## src/rtl/skew_ctrl_pkg.sv

```systemverilog
// Shared definitions for the skew feed controller: FSM state encoding and
// default geometry constants used by skew_feed_ctrl and its bench.
package skew_ctrl_pkg;

  typedef enum logic [1:0] {
    IDLE  = 2'd0,
    FEED  = 2'd1,
    FLUSH = 2'd2,
    DONE  = 2'd3
  } state_e;

  localparam int DATA_WIDTH_DEF = 22;
  localparam int TILE_COLS_DEF  = 6;

endpackage

```

## src/rtl/skew_tag_sr.sv

```systemverilog
// Tag shift register that tracks which skew-stage slots hold real beats.
// q[0] takes din on each advance; q[k] takes q[k-1]. Holds when adv is low.
module skew_tag_sr #(
  parameter int DEPTH = 7
) (
  input  logic             clk,
  input  logic             rst_n,
  input  logic             adv,
  input  logic             din,
  output logic [DEPTH-1:0] q
);

  // Shift the tag chain in lock-step with the skew stage strobe
  always_ff @(posedge clk or negedge rst_n) begin
    if (!rst_n) begin
      q <= '0;
    end else if (adv) begin
      q <= {q[DEPTH-2:0], din};
    end
  end

endmodule

```

## src/rtl/skew_feed_ctrl.sv

```systemverilog
// Skew feed controller: accepts len column beats per tile, forwards them to a
// skew stage, then pushes TILE_COLS+1 zero strobes to drain it. array_stall
// freezes the skew stage. Optional performance counters are built only when
// SKEW_PERF_CNT_EN is defined; otherwise stall_cnt/tile_cnt read as zero.
module skew_feed_ctrl
  import skew_ctrl_pkg::*;
#(
  parameter int DATA_WIDTH = DATA_WIDTH_DEF,
  parameter int TILE_COLS  = TILE_COLS_DEF,
  parameter int LEN_W      = 16
) (
  input  logic                            clk,
  input  logic                            rst_n,
  input  logic                            start,
  input  logic [LEN_W-1:0]                len,
  input  logic                            in_valid,
  output logic                            in_ready,
  input  logic [DATA_WIDTH*TILE_COLS-1:0] in_data,
  input  logic                            array_stall,
  output logic                            skew_en,
  output logic [DATA_WIDTH*TILE_COLS-1:0] skew_din,
  output logic [TILE_COLS-1:0]            lane_valid,
  output logic                            busy,
  output logic                            done,
  output logic [31:0]                     stall_cnt,
  output logic [31:0]                     tile_cnt
);

  localparam int FC_W = $clog2(TILE_COLS + 1);

  state_e           state_q, state_d;
  logic [LEN_W-1:0] beats_left_q, beats_left_d;
  logic [FC_W-1:0]  flush_cnt_q, flush_cnt_d;
  logic             accept;
  logic             flush_stb;
  logic [TILE_COLS:0] tag_q;
  logic             unused_tag0;

  assign in_ready  = (state_q == FEED) && !array_stall && (beats_left_q != '0);
  assign accept    = in_valid && in_ready;
  assign flush_stb = (state_q == FLUSH) && !array_stall;
  assign skew_en   = accept || flush_stb;
  assign skew_din  = accept ? in_data : '0;
  assign busy      = (state_q != IDLE);
  assign done      = (state_q == DONE);

  // Next-state and counter update; start is only honoured in IDLE
  always_comb begin
    state_d      = state_q;
    beats_left_d = beats_left_q;
    flush_cnt_d  = flush_cnt_q;
    case (state_q)
      IDLE: begin
        flush_cnt_d = '0;
        if (start) begin
          if (len == '0) begin
            state_d = DONE;
          end else begin
            state_d      = FEED;
            beats_left_d = len;
          end
        end
      end
      FEED: begin
        if (accept) begin
          beats_left_d = beats_left_q - 1'b1;
          if (beats_left_q == LEN_W'(1)) state_d = FLUSH;
        end
      end
      FLUSH: begin
        if (flush_stb) begin
          if (flush_cnt_q == FC_W'(TILE_COLS)) begin
            flush_cnt_d = '0;
            state_d     = DONE;
          end else begin
            flush_cnt_d = flush_cnt_q + 1'b1;
          end
        end
      end
      DONE:    state_d = IDLE;
      default: state_d = IDLE;
    endcase
  end

  // FSM state and tile counters
  always_ff @(posedge clk or negedge rst_n) begin
    if (!rst_n) begin
      state_q      <= IDLE;
      beats_left_q <= '0;
      flush_cnt_q  <= '0;
    end else begin
      state_q      <= state_d;
      beats_left_q <= beats_left_d;
      flush_cnt_q  <= flush_cnt_d;
    end
  end

  skew_tag_sr #(
    .DEPTH (TILE_COLS + 1)
  ) u_tag_sr (
    .clk   (clk),
    .rst_n (rst_n),
    .adv   (skew_en),
    .din   (accept),
    .q     (tag_q)
  );

  // Slot 0 is still inside the skew stage input register; lanes start at 1
  assign lane_valid  = tag_q[TILE_COLS:1];
  assign unused_tag0 = tag_q[0];

`ifdef SKEW_PERF_CNT_EN
  logic [31:0] stall_cnt_q;
  logic [31:0] tile_cnt_q;

  // Stall cycles while busy and completed tiles, both free-running
  always_ff @(posedge clk or negedge rst_n) begin
    if (!rst_n) begin
      stall_cnt_q <= '0;
      tile_cnt_q  <= '0;
    end else begin
      if (busy && array_stall) stall_cnt_q <= stall_cnt_q + 32'd1;
      if (done)                tile_cnt_q  <= tile_cnt_q + 32'd1;
    end
  end

  assign stall_cnt = stall_cnt_q;
  assign tile_cnt  = tile_cnt_q;
`else
  assign stall_cnt = 32'd0;
  assign tile_cnt  = 32'd0;
`endif

endmodule

```

## config.mk

```make
export PLATFORM = sky130hd
export DESIGN_NAME = skew_feed_ctrl
export DESIGN_NICKNAME = d
export VERILOG_FILES = /design/src/rtl/skew_ctrl_pkg.sv /design/src/rtl/skew_tag_sr.sv /design/src/rtl/skew_feed_ctrl.sv
export SDC_FILE = /design/constraint.sdc
export NUM_CORES = 1
export LEC_CHECK = 0
export ABC_AREA = 1
export BUFFER_PORTS_ARGS = -buffer_cell sky130_fd_sc_hd__buf_4
export CAP_MARGIN = 5
export CORE_AREA = 2 2 138 140
export CTS_BUF_LIST = sky130_fd_sc_hd__clkbuf_16
export DETAILED_ROUTE_END_ITERATION = 8
export DIE_AREA = 0 0 140 142
export GPL_ROUTABILITY_DRIVEN = 0
export SKIP_LAST_GASP = 1
export SYNTH_ARGS = -nofsm -noshare
export SYNTH_HDL_FRONTEND = slang
export SYNTH_SLANG_ARGS = --single-unit
```

## constraint.sdc

```tcl
create_clock -name clk -period 3.41 [get_ports clk]
set_clock_uncertainty 0.15 [all_clocks]
set_input_delay 0.341 -clock clk [delete_from_list [all_inputs] [get_ports clk]]
set_output_delay 0.341 -clock clk [all_outputs]
set_load 0.05 [all_outputs]
```

==> run_results.csv, run 1 <==
group,metric,value,unit
outcome,outcome,"finished, violations left",
outcome,failed_checks,"DRC",
logic_synthesis,synthesis.yosys.warnings,0,
pwr,power.share.sequential,0.189,
logic_synthesis,yosysTopAreaCell,"dfrtp_1",
pwr,power.switching,0.00204,W
floorplan,floorplan.initialDensity,0.194,
final_layout,final_cells,1165,
logic_synthesis,synth_sequential_area_ratio,0.196,
sta,timing.setup.tns,0,ps
final_layout,layout.filler_cells,2074,
sta,setup_viol,0,
critical_path,cp-start-kind,"flop",
sta,timing_hold_violations_final,0,
final_layout,final_nets,1092,
pwr,power.clock.fraction,0.082,
clock_tree,htree_num_levels,1,
routing,viasPerCell,3.66,
floorplan,die_wd,140,µm
floorplan,core_area,18500,µm²
critical_path,timing.setup.critical_path_class,"reg2out",
clock_tree,clk_transition_reported_paths,70,ps
routing,finalWirelength,13800,µm
placed_design,placedCellCount,1160,
logic_synthesis,synth.ff_latch_count,28,
critical_path,critPathMostFrequentCell,"buf_4",
global_route,via_count_of_the_first_global_routing_pass,3620,
clock_tree,clock_sink_count,28,
routing,dr.first_iter.drc_count,213,
clock_tree,cts-buffers-inserted,3,
final_layout,post_route_cells_drive_above_1_share,0.337,
sta,highest_achievable_clock_rate,343,MHz
clock_tree,cts_root_buf,"clkbuf_16",
logic_synthesis,post_synth_instance_area,3580,µm²
routing,drt_first_pass_iters,7,
placed_design,dp_hpwl,11500,µm
logic_synthesis,number_of_instances_in_the_synthesized_netlist,656,
critical_path,critPathMaxFanout,32,
global_route,grt_use_total,0.124,
global_route,antenna_found_initial,0,
sta,final.period_utilization,0.855,
clock_tree,postCtsSetupBuffers,0,
logic_synthesis,synth_area_per_cell,5.46,µm²
sta,slew_headroom,0.657,
hold_path,timing.hold.worst.class,"in2reg",
routing,post-route-drc-count,25,
logic_synthesis,post_synth_num_cell_types,28,
final_layout,n_antenna_cell,0,
pwr,p_per_area,589,nW/µm²
critical_path,slowest_stage,"dfrtp_1",
pwr,leakage_power,3.81,nW
pwr,share_comb_of_total_power,0.729,
sta,finalMaxSlewViolations,0,
critical_path,crit_path_max_incr_delay,430,ps
floorplan,placementRows,50,
flow_run,drv_cap,0,
routing,final_antenna_net_count,0,
floorplan,pin_count,359,
logic_synthesis,edff_count_synth,0,
critical_path,worst_path_required_time,2920,ps
clock_tree,clk_latency,260,ps
pwr,cell_internal_pwr,0.00138,W
clock_tree,postCtsHoldBufs,1,
clock_tree,ctsResizeCount,0,
floorplan,floorplan.die.height,142,µm
final_layout,areaGrowthSynthToFinish,62.0,%
routing,routedWlPerCell,11.8,µm
logic_synthesis,synth_top_cells_by_area,"dfrtp_1 (20%), nor2_1 (18%), inv_1 (17%)",
logic_synthesis,yosys_most_used_dff,"dfrtp_1",
logic_synthesis,yosysTopAreaCellShare,0.196,
pwr,irDropWorstVdd,0.409,mV
global_route,maximum_number_of_pins_on_one_net_before_global_route_repair,81,
sta,grt_setup_unrepaired,"no",
global_route,globalRoute.totalOverflow,0,
pwr,power_switching_share,0.596,
placed_design,count_of_buffers_from_port_buffering,294,
critical_path,crit_chain,"inv_1, ha_1, inv_2, nor2_2, nand3_4, buf_4, nor2_1, buf_4",
critical_path,worst_ep_arrival_time,2420,ps
global_route,global_route_wire_length_before_repair,19900,µm
floorplan,die_area,19900,µm²
critical_path,worst_setup_path_end_kind,"output pin",
routing,vias,4259,
sta,max_slew.worst_pin.slew,514,ps
clock_tree,tritoncts,"yes",
logic_synthesis,postSynth.asyncResetShare,1.00,
clock_tree,cts-root-to-sink-buffers,2,
sta,final_period_minus_worst_setup_slack,2910,ps
cell usage after synthesis (2+ instances only):
cell type / count
nor2_1: 176
inv_1: 159
nand2_1: 120
buf_4: 78
nand3_1: 34
dfrtp_1: 28
o21ai_0: 10
buf_2: 9
a21oi_1: 7
ha_1: 7
nor2_2: 4
nand2_2: 3
a31oi_1: 2
buf_6: 2
clkbuf_1: 2
nand3_2: 2
o21ai_1: 2
flip-flops by register name, indices dropped and copies added, names as in the netlist:
| name | count |
|---|---|
| u_tag_sr.q | 7 |
| beats_left_q | 16 |
| state_q | 2 |
| flush_cnt_q | 3 |
through the flow:
stage / power, W / hold slack [ps] / cell area (µm²) / setup WS (ps) / util
6_report: 0.00341 / 254 / 5800 / 496 / 0.314
5_1_grt: 0.00370 / 289 / 5800 / 262 / 0.314
4_1_cts: 0.00346 / 255 / 5800 / 461 / 0.314
3_5_place_dp: 0.00316 / 155 / 5710 / 765 / 0.309
3_3_place_gp: 0.00314 / 146 / 5710 / 809 / 0.309
2_1_floorplan: 0.00255 / -105 / 3820 / 799 / -
final cells by class:
class	count	area (µm²)	area share
clock buffers	3	75.1	0.0129
repair buffers	300	2270	0.391
clock inverters	1	3.75	0.000647
flip-flops and latches	28	701	0.121
well taps	234	293	0.0505
multi-input cells	439	1860	0.320
inverters	160	601	0.104
critical path: cells and delay by family, from the launching register on:
| family | cells | cell delay (ps) |
|---|---|---|
| adder cells (fa/ha/maj) | 1 | 180 |
| AND/OR/NAND/NOR | 3 | 680 |
| flip-flops | 1 | 430 |
| buffers and inverters | 4 | 840 |
metal layers:
layer | vias to the layer above | global-route usage | part of all wire
met5 | - | 0 | 0
met4 | 0 | 0.00797 | 0.0014
met3 | 6 | 0.0145 | 0.065
met2 | 160 | 0.218 | 0.50
met1 | 1813 | 0.170 | 0.44
li1 | 2280 | - | -
final timing paths:
check                              start          endpoint  slack, ps  cells past startpoint
setup reg to reg              state_q[1]   beats_left_q[5]        980                      9
min in group asynchronous          rst_n  beats_left_q[13]        380                      2
hold reg to reg            u_tag_sr.q[5]     u_tag_sr.q[6]        370                      2
hold / removal               array_stall    flush_cnt_q[2]        250                      4
setup / recovery              state_q[1]      skew_din[89]        500                      8
max in group asynchronous          rst_n  beats_left_q[12]       2440                      2
cell usage in the layout (no fill, tap or decap), types with 2 or more instances in the layout:
master     count
ha_1           7
clkbuf_16      3
nand3_1       34
nor2_2         4
a21oi_1        7
o21ai_1        2
nand2_2        3
conb_1        64
dfrtp_1       28
inv_1        159
nor2_1       176
a31oi_1        2
buf_4        298
nand2_1      120
o21ai_0       10
logic make-up after synthesis:
logic type               Yosys count  synth area share
AO/OA/AOI/OAI                     25            0.0409
XOR/XNOR                           2           0.00489
adder cells (fa/ha/maj)            7            0.0245
buffers and inverters            252             0.353
flip-flops                        28             0.196
other                              1           0.00105
AND/OR/NAND/NOR                  341             0.380
power groups by stage:
stage | logic, W | clock network [W] | registers, W
4_1_cts | 0.00252 | 0.000292 | 0.000643
6_report | 0.00249 | 0.000281 | 0.000644
5_1_grt | 0.00273 | 0.000307 | 0.000669
3_5_place_dp | 0.00251 | 0 | 0.000651
2_1_floorplan | 0.00194 | 0 | 0.000603
3_3_place_gp | 0.00250 | 0 | 0.000647
No activity file was read; power rests on OpenSTA's default activity.
==> run 2, diff against run 1 <==
--- a/config.mk
+++ b/config.mk
@@ -8,12 +8,17 @@
 export ABC_AREA = 1
 export BUFFER_PORTS_ARGS = -buffer_cell sky130_fd_sc_hd__buf_4
 export CAP_MARGIN = 5
-export CORE_AREA = 2 2 138 140
+export CELL_PAD_IN_SITES_DETAIL_PLACEMENT = 0
+export CELL_PAD_IN_SITES_GLOBAL_PLACEMENT = 1
+export CORE_AREA = 2 2 140 142
 export CTS_BUF_LIST = sky130_fd_sc_hd__clkbuf_16
+export CTS_CLUSTER_SIZE = 16
 export DETAILED_ROUTE_END_ITERATION = 8
-export DIE_AREA = 0 0 140 142
+export DIE_AREA = 0 0 142 144
 export GPL_ROUTABILITY_DRIVEN = 0
+export PLACE_DENSITY_LB_ADDON = 0.1
 export SKIP_LAST_GASP = 1
 export SYNTH_ARGS = -nofsm -noshare
 export SYNTH_HDL_FRONTEND = slang
 export SYNTH_SLANG_ARGS = --single-unit
+export TNS_END_PERCENT = 1
==> run 2 against run 1 <==
  * The flow now finishes without violations
  * Combinational power up 4%
  * Worst setup slack gained 46 ps
  * Via count rose by 0.89%
  * Critical path depth up 1
  * Hold slack got worse by 4.2 ps
  * Sequential power is essentially flat
==> run_results.csv, run 2 (synthesized netlist as in run 1, its figures left out) <==
group,metric,value,unit
outcome,outcome,"finished clean",
final_layout,layout.cells.most_common,"buf_4",
floorplan,floorplan.initialDensity,0.188,
sta,slew_headroom,0.596,
final_layout,post_route_cells_drive_above_1_share,0.340,
clock_tree,clk_latency,270,ps
final_layout,most_used_cells_in_the_layout_excluding_fill_and_tap_cells,"buf_4 (299), nor2_1 (176), inv_1 (159)",
pwr,leakage_power,3.84,nW
global_route,gr-usage-met1,0.190,
routing,viasPerCell,3.67,
routing,final_antenna_net_count,0,
routing,drt_first_pass_iters,4,
final_layout,register_with_the_highest_flop_count,"beats_left_q",
critical_path,timing.setup.critical_path_class,"reg2out",
critical_path,crit_path_max_incr_delay,410,ps
floorplan,die_wd,142,µm
final_layout,final_nets,1094,
global_route,busiest_layer,"met2",
critical_path,crit_chain,"inv_1, ha_1, nand2_1, nor2_1, nand2_1, nand3_4, buf_12, nor2_1, buf_4",
global_route,global_route_wire_length_before_repair,24700,µm
floorplan,core_area,19100,µm²
final_layout,multi_input_comb_area,1860,µm²
clock_tree,clk_transition_reported_paths,80,ps
sta,timing.setup.tns,0,ps
pwr,irDropWorstVdd,0.195,mV
final_layout,areaGrowthSynthToFinish,63.6,%
clock_tree,ctsResizeCount,0,
final_layout,layout.filler_cells,2223,
final_layout,finished_cell_area,5860,µm²
sta,final_period_minus_worst_setup_slack,2870,ps
floorplan,pin_count,359,
critical_path,worst_ep_arrival_time,2380,ps
sta,final.period_utilization,0.841,
critical_path,worst_path_required_time,2920,ps
final_layout,largest_register_ff_count,16,
sta,max_slew.worst_pin.slew,605,ps
global_route,globalRoute.totalOverflow,0,
clock_tree,cts-buffers-inserted,3,
floorplan,die_area,20400,µm²
critical_path,cp-start-kind,"flop",
global_route,maximum_number_of_pins_on_one_net_before_global_route_repair,55,
clock_tree,cts_root_buf,"clkbuf_16",
sta,finalMaxSlewViolations,0,
global_route,routing_usage_on_met3,0.0427,
global_route,grt_use_total,0.162,
final_layout,n_antenna_cell,0,
routing,post-route-drc-count,0,
clock_tree,tritoncts,"yes",
floorplan,floorplan.die.height,144,µm
global_route,antenna_found_initial,1,
critical_path,slowest_stage,"dfrtp_1",
critical_path,critPathMaxFanout,54,
routing,dr.first_iter.drc_count,129,
global_route,grt.met2_usage,0.304,
flow_run,drv_cap,0,
pwr,p_per_area,617,nW/µm²
placed_design,postPlaceCellArea,5740,µm²
sta,timing_hold_violations_final,0,
final_layout,biggestRegsByFlops,"beats_left_q: 16 flops, u_tag_sr.q: 7 flops, flush_cnt_q: 3 flops",
clock_tree,htree_num_levels,1,
floorplan,placementRows,51,
global_route,via_count_of_the_first_global_routing_pass,4026,
routing,finalWirelength,17600,µm
clock_tree,clock_sink_count,28,
critical_path,worst_setup_path_end_kind,"output pin",
routing,vias,4297,
hold_path,timing.hold.worst.class,"in2reg",
clock_tree,cts-root-to-sink-buffers,2,
sta,highest_achievable_clock_rate,349,MHz
sta,grt_setup_unrepaired,"no",
sta,setup_viol,0,
final_layout,sequential_cell_area,701,µm²
placed_design,count_of_buffers_from_port_buffering,294,
routing,routedWlPerCell,15.0,µm
final_layout,post-route-util,0.307,
placed_design,dp_hpwl,14900,µm
-- run 2: cell count changes in the layout (fill, tap and decap cells not counted) --
cell	previous run	this run
bufinv_16	0	1
clkinv_1	1	0
buf_4	298	299
buf_12	1	2
-- run 2: layout make-up --
type / instances / area share
Clock buffer: 3 / 0.0128
Clock inverter: 1 / 0.00513
Inverter: 160 / 0.103
Multi-Input combinational cell: 439 / 0.317
Sequential cell: 28 / 0.120
Tap cell: 238 / 0.0508
Timing Repair Buffer: 302 / 0.392
-- run 2: stage by stage --
stage	hold slack (ps)	total power [W]	setup WS, ps	std cells
5_1_grt	283	0.00392	318	1171
3_3_place_gp	158	0.00331	807	1166
6_report	250	0.00361	541	1171
2_1_floorplan	-105	0.00255	799	719
3_5_place_dp	155	0.00329	774	1166
4_1_cts	247	0.00367	471	1171
-- run 2: per-layer routing --
metal | routed length (µm) | vias to the layer above
met5 | 0 | -
met4 | 63 | 0
met3 | 1350 | 5
met2 | 9220 | 140
met1 | 6940 | 1875
li1 | - | 2277
-- run 2: worst paths after layout --
| kind | startpoint | endpoint | slack, ps | cells past startpoint |
|---|---|---|---|---|
| worst max-delay path | beats_left_q[0] | skew_din[25] | 540 | 9 |
| min in group asynchronous | rst_n | beats_left_q[13] | 380 | 2 |
| worst max register to register | beats_left_q[0] | beats_left_q[6] | 950 | 9 |
| max in group asynchronous | rst_n | flush_cnt_q[2] | 2440 | 2 |
| worst min register to register | u_tag_sr.q[5] | u_tag_sr.q[6] | 360 | 2 |
| worst min-delay path | len[13] | beats_left_q[13] | 250 | 5 |
-- run 2: critical path: cells and delay by family, from the launching register on --
| family | cells | cell delay (ps) |
|---|---|---|
| and+or+nand+nor | 5 | 740 |
| adders and majority gates | 1 | 210 |
| DFF | 1 | 410 |
| buffers and inverters | 3 | 700 |
-- run 2: timing repair --
item | in CTS | in global routing
hold buffers | 1 | 0
buffers inserted | 0 | 0
endpoints found under the hold margin | 28 | 0
-- run 2: report_power, final --
part	switching (W)	total, W	internal (W)	leakage [nW]
Clock	0.000133	0.000368	0.000235	0.0511
Combinational	0.00184	0.00260	0.000758	3.44
Sequential	0.000160	0.000645	0.000485	0.347
Total	0.00214	0.00361	0.00148	3.84
